<file path="config.mk">
export PLATFORM = sky130hd
export DESIGN_NAME = csr_exec_ctrl
export DESIGN_NICKNAME = d
export VERILOG_FILES = /design/src/rtl/csr_exec_ctrl.sv
export SDC_FILE = /design/constraint.sdc
export NUM_CORES = 1
export LEC_CHECK = 0
export ABC_AREA = 1
export ABC_CLOCK_PERIOD_IN_PS = 1900
export CAP_MARGIN = 30
export CORE_MARGIN = 4
export CORE_UTILIZATION = 30
export CTS_BUF_LIST = sky130_fd_sc_hd__clkbuf_2 sky130_fd_sc_hd__clkbuf_4 sky130_fd_sc_hd__clkbuf_8
export DETAILED_ROUTE_END_ITERATION = 16
export MAX_ROUTING_LAYER = met4
export PLACE_DENSITY = 0.71
export SYNTH_ARGS = -nofsm -noshare
export SYNTH_HDL_FRONTEND = slang
export SYNTH_SLANG_ARGS = --single-unit
export TNS_END_PERCENT = 30
</file>
<file path="constraint.sdc">
create_clock -name clk -period 1.9 [get_ports clk]
set_input_delay 0.38 -clock clk [delete_from_list [all_inputs] [get_ports clk]]
set_output_delay 0.38 -clock clk [all_outputs]
set_load 0.02 [all_outputs]
</file>
<file path="src/rtl/csr_exec_ctrl.sv">
// csr_exec_ctrl: multi-cycle sequencer for Zicsr instructions plus ECALL/MRET.
// Drives an external CSR file through a combinational read port and a
// single write port, and reports completion / PC redirects to the pipeline.
// Optional feature: define CSR_ADDR_CHECK_EN to reject CSRRW/S/C accesses
// whose address lies outside the machine-mode window 12'h300-12'h3FF.
// Every output is forced to zero while rst is low, so an aborted operation
// cannot leak a write or pulse during the reset cycle itself.
module csr_exec_ctrl #(
    parameter logic [11:0] MEPC_ADDR   = 12'h341,
    parameter logic [11:0] MCAUSE_ADDR = 12'h342,
    parameter logic [11:0] MTVEC_ADDR  = 12'h305,
    parameter logic [31:0] ECALL_CAUSE = 32'd11
) (
    input  logic        clk,
    input  logic        rst,
    input  logic        req_valid,
    output logic        req_ready,
    input  logic [2:0]  req_op,
    input  logic [11:0] req_addr,
    input  logic [31:0] req_src,
    input  logic [31:0] req_pc,
    output logic [11:0] csr_addr_r,
    input  logic [31:0] csr_rdata,
    output logic        csr_we,
    output logic [11:0] csr_addr_w,
    output logic [31:0] csr_wdata,
    output logic        resp_valid,
    output logic [31:0] resp_rdata,
    output logic        redirect_valid,
    output logic [31:0] redirect_pc,
    output logic        illegal
);

    localparam logic [2:0] OP_CSRRW = 3'b001;
    localparam logic [2:0] OP_CSRRS = 3'b010;
    localparam logic [2:0] OP_CSRRC = 3'b011;
    localparam logic [2:0] OP_ECALL = 3'b100;
    localparam logic [2:0] OP_MRET  = 3'b101;

    typedef enum logic [2:0] {
        IDLE       = 3'd0,
        RD         = 3'd1,
        WR         = 3'd2,
        TRAP_EPC   = 3'd3,
        TRAP_CAUSE = 3'd4,
        TRAP_VEC   = 3'd5,
        MRET_RD    = 3'd6,
        RESP       = 3'd7
    } state_t;

    // True for the three read-modify-write CSR instructions.
    function automatic logic f_is_csr_op(input logic [2:0] op);
        logic v;
        case (op)
            OP_CSRRW: v = 1'b1;
            OP_CSRRS: v = 1'b1;
            OP_CSRRC: v = 1'b1;
            default:  v = 1'b0;
        endcase
        return v;
    endfunction

    // New CSR value for a read-modify-write instruction.
    function automatic logic [31:0] f_csr_wdata(input logic [2:0]  op,
                                                input logic [31:0] old_val,
                                                input logic [31:0] src);
        logic [31:0] v;
        case (op)
            OP_CSRRW: v = src;
            OP_CSRRS: v = old_val | src;
            OP_CSRRC: v = old_val & ~src;
            default:  v = 32'd0;
        endcase
        return v;
    endfunction

    // Set/clear with a zero mask must not write (avoids side effects on
    // CSRs whose writes have consequences); CSRRW always writes.
    function automatic logic f_csr_we(input logic [2:0] op, input logic [31:0] src);
        logic v;
        case (op)
            OP_CSRRW: v = 1'b1;
            OP_CSRRS: v = (src != 32'd0);
            OP_CSRRC: v = (src != 32'd0);
            default:  v = 1'b0;
        endcase
        return v;
    endfunction

    state_t      r_state;
    state_t      w_next;
    logic [2:0]  r_op;
    logic [11:0] r_addr;
    logic [31:0] r_src;
    logic [31:0] r_pc;
    logic [31:0] r_old;
    logic        r_illegal;

    logic        w_accept;
    logic        w_req_illegal;
    logic        w_op_known;

    logic [11:0] w_csr_addr_r;
    logic        w_csr_we;
    logic [11:0] w_csr_addr_w;
    logic [31:0] w_csr_wdata;
    logic        w_resp_valid;
    logic [31:0] w_resp_rdata;
    logic        w_redirect_valid;
    logic [31:0] w_redirect_pc;
    logic        w_illegal;

    assign req_ready = rst & (r_state == IDLE);
    assign w_accept  = req_valid & req_ready;

    // Classify the incoming request as legal or illegal at accept time.
    always_comb begin
        w_op_known    = f_is_csr_op(req_op) | (req_op == OP_ECALL) | (req_op == OP_MRET);
        w_req_illegal = ~w_op_known;
`ifdef CSR_ADDR_CHECK_EN
        if (f_is_csr_op(req_op) && (req_addr[11:8] != 4'h3)) begin
            w_req_illegal = 1'b1;
        end else begin
            w_req_illegal = ~w_op_known;
        end
`else
        if (f_is_csr_op(req_op)) begin
            w_req_illegal = 1'b0;
        end else begin
            w_req_illegal = ~w_op_known;
        end
`endif
    end

    // Next-state logic for the sequencer.
    always_comb begin
        w_next = r_state;
        case (r_state)
            IDLE: begin
                if (w_accept) begin
                    if (w_req_illegal) begin
                        w_next = RESP;
                    end else begin
                        case (req_op)
                            OP_CSRRW: w_next = RD;
                            OP_CSRRS: w_next = RD;
                            OP_CSRRC: w_next = RD;
                            OP_ECALL: w_next = TRAP_EPC;
                            OP_MRET:  w_next = MRET_RD;
                            default:  w_next = RESP;
                        endcase
                    end
                end else begin
                    w_next = IDLE;
                end
            end
            RD:         w_next = WR;
            WR:         w_next = RESP;
            TRAP_EPC:   w_next = TRAP_CAUSE;
            TRAP_CAUSE: w_next = TRAP_VEC;
            TRAP_VEC:   w_next = RESP;
            MRET_RD:    w_next = RESP;
            RESP:       w_next = IDLE;
            default:    w_next = IDLE;
        endcase
    end

    // State register, request latch and old-value capture.
    always_ff @(posedge clk) begin
        if (!rst) begin
            r_state   <= IDLE;
            r_op      <= 3'd0;
            r_addr    <= 12'd0;
            r_src     <= 32'd0;
            r_pc      <= 32'd0;
            r_old     <= 32'd0;
            r_illegal <= 1'b0;
        end else begin
            r_state <= w_next;
            if (w_accept) begin
                r_op      <= req_op;
                r_addr    <= req_addr;
                r_src     <= req_src;
                r_pc      <= req_pc;
                r_old     <= 32'd0;
                r_illegal <= w_req_illegal;
            end else if (r_state == RD) begin
                r_old <= csr_rdata;
            end
        end
    end

    // Per-state decode of the CSR-file, response and redirect outputs.
    always_comb begin
        w_csr_addr_r     = 12'd0;
        w_csr_we         = 1'b0;
        w_csr_addr_w     = 12'd0;
        w_csr_wdata      = 32'd0;
        w_resp_valid     = 1'b0;
        w_resp_rdata     = 32'd0;
        w_redirect_valid = 1'b0;
        w_redirect_pc    = 32'd0;
        w_illegal        = 1'b0;
        case (r_state)
            RD: begin
                w_csr_addr_r = r_addr;
            end
            WR: begin
                w_csr_addr_w = r_addr;
                w_csr_we     = f_csr_we(r_op, r_src);
                w_csr_wdata  = f_csr_wdata(r_op, r_old, r_src);
            end
            TRAP_EPC: begin
                w_csr_we     = 1'b1;
                w_csr_addr_w = MEPC_ADDR;
                w_csr_wdata  = r_pc;
            end
            TRAP_CAUSE: begin
                w_csr_we     = 1'b1;
                w_csr_addr_w = MCAUSE_ADDR;
                w_csr_wdata  = ECALL_CAUSE;
            end
            TRAP_VEC: begin
                // mtvec low bits are the mode field; only direct mode is used.
                w_csr_addr_r     = MTVEC_ADDR;
                w_redirect_valid = 1'b1;
                w_redirect_pc    = csr_rdata & ~32'h3;
            end
            MRET_RD: begin
                w_csr_addr_r     = MEPC_ADDR;
                w_redirect_valid = 1'b1;
                w_redirect_pc    = csr_rdata;
            end
            RESP: begin
                w_resp_valid = 1'b1;
                w_illegal    = r_illegal;
                if (f_is_csr_op(r_op) && !r_illegal) begin
                    w_resp_rdata = r_old;
                end else begin
                    w_resp_rdata = 32'd0;
                end
            end
            default: begin
                w_csr_addr_r = 12'd0;
            end
        endcase
    end

    assign csr_addr_r     = rst ? w_csr_addr_r  : 12'd0;
    assign csr_we         = rst & w_csr_we;
    assign csr_addr_w     = rst ? w_csr_addr_w  : 12'd0;
    assign csr_wdata      = rst ? w_csr_wdata   : 32'd0;
    assign resp_valid     = rst & w_resp_valid;
    assign resp_rdata     = rst ? w_resp_rdata  : 32'd0;
    assign redirect_valid = rst & w_redirect_valid;
    assign redirect_pc    = rst ? w_redirect_pc : 32'd0;
    assign illegal        = rst & w_illegal;

endmodule
</file>
* Word-level counts from Yosys, hierarchy flattened *
Cells that the tools add are included.

word-level totals
  bits in registers = 115
  input port bits = 114
  output and inout bits = 125
  logic and storage cells = 71

operators by class
  equality and inequality tests = 15
  mux-type cells = 25
  bitwise logic cells = 13
  reduce and logical (&&, ||, !) cells = 11

operator list
  cell                  number
  $pmux W32 S3          2
  $mux W32              5
  $pmux W12 S3          2
  $pmux W32 S2          1
  $and A32 B32 Y32      1
  $not A32 Y32          1
  $or A32 B32 Y32       1
  $reduce_bool A32 Y1   1
  $mux W12              2
  $eq A3 B2 Y1 const B  6
  $eq A3 B3 Y1 const B  6
  $pmux W3 S6           1
  $eq A3 B1 Y1 const B  3
  $pmux W3 S3           1
  $reduce_or A3 Y1      3
  $reduce_or A2 Y1      4
  $mux W1               7
  $and A1 B1 Y1         6
  $mux W3               2
  $pmux W1 S2           2
  $logic_not A3 Y1      1
  $not A1 Y1            2
  $or A1 B1 Y1          2
  $logic_and A1 B1 Y1   1
  $logic_not A1 Y1      1

* Logic depth before layout (Yosys ltp) *
  depth in word-level cells = 10
  mapped depth = 8
  gate-level depth less buffers = 7

* Worst setup path after synthesis *
Ideal clock, no wire load.

  kind = input -> output
  start = in rst
  end = out resp_rdata[16]
  arrival time = 1,617 ps
  data required time = 1,520 ps
  path slack = -97 ps
  cell stages on the path = 6
  path through = buf_2 nand2_2 nor2_4 inv_1 buf_2 nor3_1

between the ends
  word-level cells in the longest chain between the ends = 1

RTL lines
  element          line  text
  start, declared  15    input logic rst,
  $mux W32         254   assign resp_rdata = rst ? w_resp_rdata : 32'd0;
  end, declared    28    output logic [31:0] resp_rdata,

No other way between the ends.

* Worst setup path in the final report *
  start = reg r_state[1]
  end = out csr_we

between the ends
  word-level cells in the longest chain between the ends = 4

RTL lines
  element                                       line  text
  start, declared                               90    state_t r_state;
  start signal, assigned                        179   r_state <= w_next;
  $eq A3 B3 Y1 or $eq A3 B2 Y1 (tied branches)  204   case (r_state)
  $reduce_or A2 Y1 (no source line)             -
  $pmux W1 S2 *                                 204
  $and A1 B1 Y1 *                               250   assign csr_we = rst & w_csr_we;
  end, declared                                 24    output logic csr_we,

Every way passes the cells marked *; elsewhere a longest branch is shown, timed or not.

==> metrics.yaml <==
setup_path:
  crit_family: "buffers and inverters"
  path_cells: "buf_4, nand2_4, nor2_4, inv_2, nand2_4, o21ai_2, buf_4, a21oi_2, buf_6"
  cp_slowest_cell: "dfxtp_4"
  endpoint_kind: "output pin"
  cp_max_fo: 5
  cp.required_ns: 1.52
  critPathKind: "register to output pin"
  arrival_ns: 1.88
  path_buf_inv: 4
  critPathMaxStageDelay_ns: 0.39
  startpoint_type: "register"
logic_synthesis:
  synth_edf_count: 0
  ys_types: 21
  syn_avg_cell_area_sq_um: 6.51
  synth_top_area_frac: 0.391
  synth_ff_type: "dfxtp_1"
  seq_area_frac_synth: 0.391
  netlist_instances: 905
  ys_ff_latch: 115
  syn_nets: 1019
  ys_top_cells_by_area: "dfxtp_1 39%, a21oi_1 15%, nand2_1 12%"
  async_reset_ff_frac: 0
  yosysTopAreaCell: "dfxtp_1"
  yosysWarnings: 0
  syn_area_sq_um: 5890
clock_network:
  cts_buffers: 17
  h-tree-depth: 4
  cts_tree: "built"
  cts_buffer_depth: 2
  clkLatencyLatePin_ns: 0.44
  clk_pin_slew_ns: 0.07
  cts_root_buf: "clkbuf_8"
  clock_sinks: 115
global_routing:
  grt-ovfl-total: 0
  grt_pass1_vias: 6985
  antenna_found_initial: 0
  grt_max_degree: 51
  grt_pass1_wl_microns: 37100
  track_usage: 0.221
cells_and_area:
  n_fill_cell: 1832
  postLayoutCoreUtil: 0.548
  drive_gt1_frac: 0.331
  multiInputGateArea_sq_um: 3410
  stdcell_count: 1501
  seqCellArea_sq_um: 2320
  finalInstanceArea_sq_um: 10400
  area.growth.synth_to_final_pct: 76.9
  n_antenna_cell: 0
  nNetsFinal: 1344
power_and_ir_drop:
  peakVddDrop_uv: 658
  p_leak_nw: 4.19
  power_density_nw_per_um2: 1020
  p_total_mw: 10.6
detailed_routing:
  routed_wl_microns: 25300
  met1_length_microns: 10600
  drc: 0
  top_layer: "met4"
  wl_met2_microns: 12200
  via_count: 7275
  vias_per_cell: 4.85
  dr_wl_met3_microns: 1900
  drtPass1Iterations: 5
  drt_iter0_drc: 431
  wl_per_cell_microns: 16.8
  postRouteAntennaNets: 0
sta:
  timing.fmax_mhz: 443
  hold_violations: 0
  fin_skew_ns: 0.0118
  drv_slew: 0
  setup_slack_ns: -0.360
  rsz0062_at_grt: "true"
  worstMarginPinSlew_ns: 0.371
  holdWs_ns: 0.441
  fin_crit_ns: 2.26
  finalSetupTns_ns: -29.97
  min_period_over_period: 1.19
  setup_viol: 123
  relSlewSlack: 0.753
floorplanning:
  die_y_microns: 148
  initial_core_util: 0.310
  die_w_microns: 148
  core_area_sq_um: 19000
  fp.dieArea_sq_um: 21900
  io_pins: 239
  rows: 50
placed_design:
  placed_cells: 1448
  dpl-instance-area_sq_um: 9210
  place_hpwl_microns: 17900
  placement.io_buffers: 238
  gp_congestion: 0.879
  dp_worst_setup_slack_ns: -0.490
status:
  status: "finished, violations left"
  violations: "negative setup slack"
worst_hold_path:
  hold_class: "input pin to register"
job:
  maxCapViolCount: 0
==> worst reg2reg max path: cells and delay by family (launching register included) <==
kind            cells  cell delay, ns
compound gates      1            0.16
simple gates        5            0.57
flops               1            0.37
buf+inv             4            0.58
==> cell usage in the layout, fill, tap and decap left out, types with 26 or more instances in the layout <==
cell type / synthesis / final
nor2_1: 78 / 48
a21oi_2: 0 / 26
nand3_1: 35 / 34
a21oi_1: 173 / 145
buf_4: 8 / 157
nand2_1: 181 / 172
dfxtp_1: 115 / 110
o21ai_0: 89 / 73
clkdlybuf4s50_1: 0 / 112
inv_1: 103 / 97
nor2_4: 3 / 26
buf_6: 7 / 71
==> report_power, final <==
group          switching [mW]  total [mW]  internal, mW
registers               0.294        3.19          2.89
clock network            1.00        2.23          1.23
logic                    3.05        5.23          2.18
total                    4.35        10.6          6.30
==> cell type report <==
| type | count | share of cell area |
|---|---|---|
| tap | 260 | 0.0312 |
| sequential | 115 | 0.222 |
| inverter | 111 | 0.0409 |
| clock buffer | 25 | 0.0312 |
| timing repair buffer | 371 | 0.342 |
| clock inverter | 5 | 0.00480 |
| multi-input combinational | 614 | 0.327 |
==> registers in the layout, indices dropped and copies added (netlist names) <==
register and flops:
r_illegal 1, r_state 3, r_op 3, r_old 32
r_pc 32, r_addr 12, r_src 32
==> cells by family after synthesis <==
group,count (synthesis),synth area share
buffers and inverters,176,0.131
DFF,115,0.391
and+or+nand+nor,333,0.233
AOI/OAI and AO/OA,281,0.246
==> cells in the mapped netlist, types with 3 or more instances <==
master and n:
a21oi_1 173, buf_2 21, buf_4 8, buf_6 7, clkbuf_1 28, dfxtp_1 115, inv_1 103, inv_2 8
nand2_1 181, nand2_2 4, nand3_1 35, nor2_1 78, nor2_4 3, nor3_1 29, o211ai_1 15, o21ai_0 89
o21ai_1 3
==> repair_timing <==
item                                    4_1_cts  5_1_grt
pin swaps                                     7       23
setup buffers                                 9        8
cloned                                        3        3
endpoints found under the setup margin      125      126
hold buffers                                  0        0
resized for setup                           699      161
==> path summary, 6_finish.rpt <==
kind	from	endpoint	slack, ns	cells past startpoint
min	rst	r_pc[1]$_SDFFE_PN0P_	0.44	4
max	r_state[1]$_SDFF_PN0_	csr_we	-0.36	9
max reg2reg	r_state[1]$_SDFF_PN0_	r_pc[24]$_SDFFE_PN0P_	0.15	10
min reg2reg	r_pc[5]$_SDFFE_PN0P_	r_pc[5]$_SDFFE_PN0P_	0.46	2
==> per-layer routing <==
layer,GRT usage,vias to the layer above
met5,-,-
met4,0.0697,0
met2,0.364,256
met1,0.262,3391
met3,0.0649,32
li1,-,3596
Power figures use the tool's default switching activity.
==> RTL change, RTL diff (same settings) <==
Register the outputs `redirect_valid` and `redirect_pc`, without a reset; this adds one clock of latency there. The other outputs are not delayed to match.
--- a/src/rtl/csr_exec_ctrl.sv
+++ b/src/rtl/csr_exec_ctrl.sv
@@ -253,6 +253,8 @@
     assign resp_valid     = rst & w_resp_valid;
     assign resp_rdata     = rst ? w_resp_rdata  : 32'd0;
-    assign redirect_valid = rst & w_redirect_valid;
-    assign redirect_pc    = rst ? w_redirect_pc : 32'd0;
+    always_ff @(posedge clk) begin
+        redirect_valid <= rst & w_redirect_valid;
+        redirect_pc    <= rst ? w_redirect_pc : 32'd0;
+    end
     assign illegal        = rst & w_illegal;
 
Check against the original RTL: not equivalent (Yosys sat finds a counterexample within 4 cycles, from zero or initial values and one cycle with rst low).
==> RTL change against the original RTL <==
  * Wire length rose by 3.7%
  * Combinational power fell by 5.4%
  * Worst setup slack got worse by 16 ps
  * Die area rose by 9.6%
  * Area after synthesis rose by 10%
  * Sequential power rose by 29%
  * Largest cell class is now multi-input gates
  * Final area rose by 2.3%
  * Synthesized cell count rose by 3.6%
  * The flow still finishes with violations (setup timing)
  * Power rose by 11%
  * Sequential cell count rose by 33
  * Final cell count rose by 0.27%
==> RTL change: results (changes against the original RTL) <==
* Routed vias at 7264 (-0.15%)
* Routed WL per cell at 17.42 um (+3.4%)
* Sequential-to-total area share from yosys stat at 0.4565 (+0.06578)
* Failing checks: setup timing
* GR Layer Usage met1 at 0.2423 (-0.01940)
* # setup viols final at 90 (-27%)
* Pleak at 4.229 nW (+0.95%)
* Antenna violations before repair at 1 (+1)
* Synth Area in Compound Gates at 0.2215 (-0.02418)
* Met3 WL at 1.959 mm (+3.1%)
* Worst Slack Setup Final at -375.8 ps (-16.22 ps)
* GRT met3 Usage at 0.05841 (-0.006485)
* IR drop worst, VDD at 0.6189 mV (-5.9%)
* Crit path max-delay cell type: dfxtp_2
* Number of global-route vias before repair at 6911 (-1.1%)
* Post-CTS Resized at 616 (-12%)
* Synth unique cells at 22 (+4.8%)
* CP max FO at 10 (+5)
* First-pass GRT wire length at 38.70 mm (+4.2%)
* Metal2 WL at 12.73 mm (+4.1%)
* Tightest Pin Transition at 736.2 ps (+365.4 ps)
* Post-Route Skew at 9.340 ps (-2.501 ps)
* GPL Wtd Cong at 0.9405 (+7.0%)
* Largest net degree at the start of global routing at 81 (+59%)
* Status: complete, but fails checks
* Fill cells at 2054 (+12%)
* WL met1 at 10.34 mm (-2.2%)
* Reg2reg path depth at 8 (-2)
* Nets at 1330 (-1.0%)
==> RTL change: cells by family after synthesis <==
family,count (synthesis)
AOI/OAI and AO/OA,278
DFF,148
buffers and inverters,177
and+or+nand+nor,335
==> RTL change: worst max-delay path: cells and delay by family (launching register included) <==
family	cells	cell delay, ps
and+or+nand+nor	2	260
buffers and inverters	6	790
DFF	1	350
AOI/OAI and AO/OA	1	60
==> RTL change: stage by stage <==
step | cell area, um^2 | power (mW) | TNS (ps) | hold WS, ps | cells
final | 10660 | 11.87 | -23120 | 398.0 | 1505
after global routing | 10660 | 12.56 | -34990 | 365.5 | 1505
after CTS | 10390 | 11.70 | -23900 | 364.9 | 1498
after detailed placement | 9569 | 8.178 | -29690 | 454.2 | 1456
after global placement | 9569 | 8.118 | -26730 | 449.4 | 1456
after floorplan | 6490 | 6.187 | 0 | 424.5 | 938
==> RTL change: cell type report <==
cell class,count,area share
sequential,148,0.2792
inverter,112,0.04084
clock inverter,9,0.01385
tap,275,0.03227
timing repair buffer,324,0.2992
clock buffer,23,0.02910
antenna,1,0.0002347
multi-input combinational,613,0.3053
==> RTL change: worst paths after layout <==
| kind | from | to | slack [ps] |
|---|---|---|---|
| min reg2reg | r_old[21]$_SDFFE_PP0P_ | r_old[21]$_SDFFE_PP0P_ | 470 |
| max | r_op[1]$_SDFFE_PN0P_ | resp_rdata[29] | -380 |
| min | rst | redirect_pc[0]$_SDFF_PN0_ | 400 |
| max reg2reg | r_state[1]$_SDFF_PN0_ | r_state[2]$_SDFF_PN0_ | 90 |
==> RTL change: report_power, final <==
group / internal [mW] / switching (mW) / leakage, nW / total (mW)
registers: 3.73 / 0.368 / 1.21 / 4.10
clock network: 1.62 / 1.20 / 0.235 / 2.82
logic: 2.06 / 2.89 / 2.79 / 4.95
total: 7.41 / 4.46 / 4.23 / 11.9
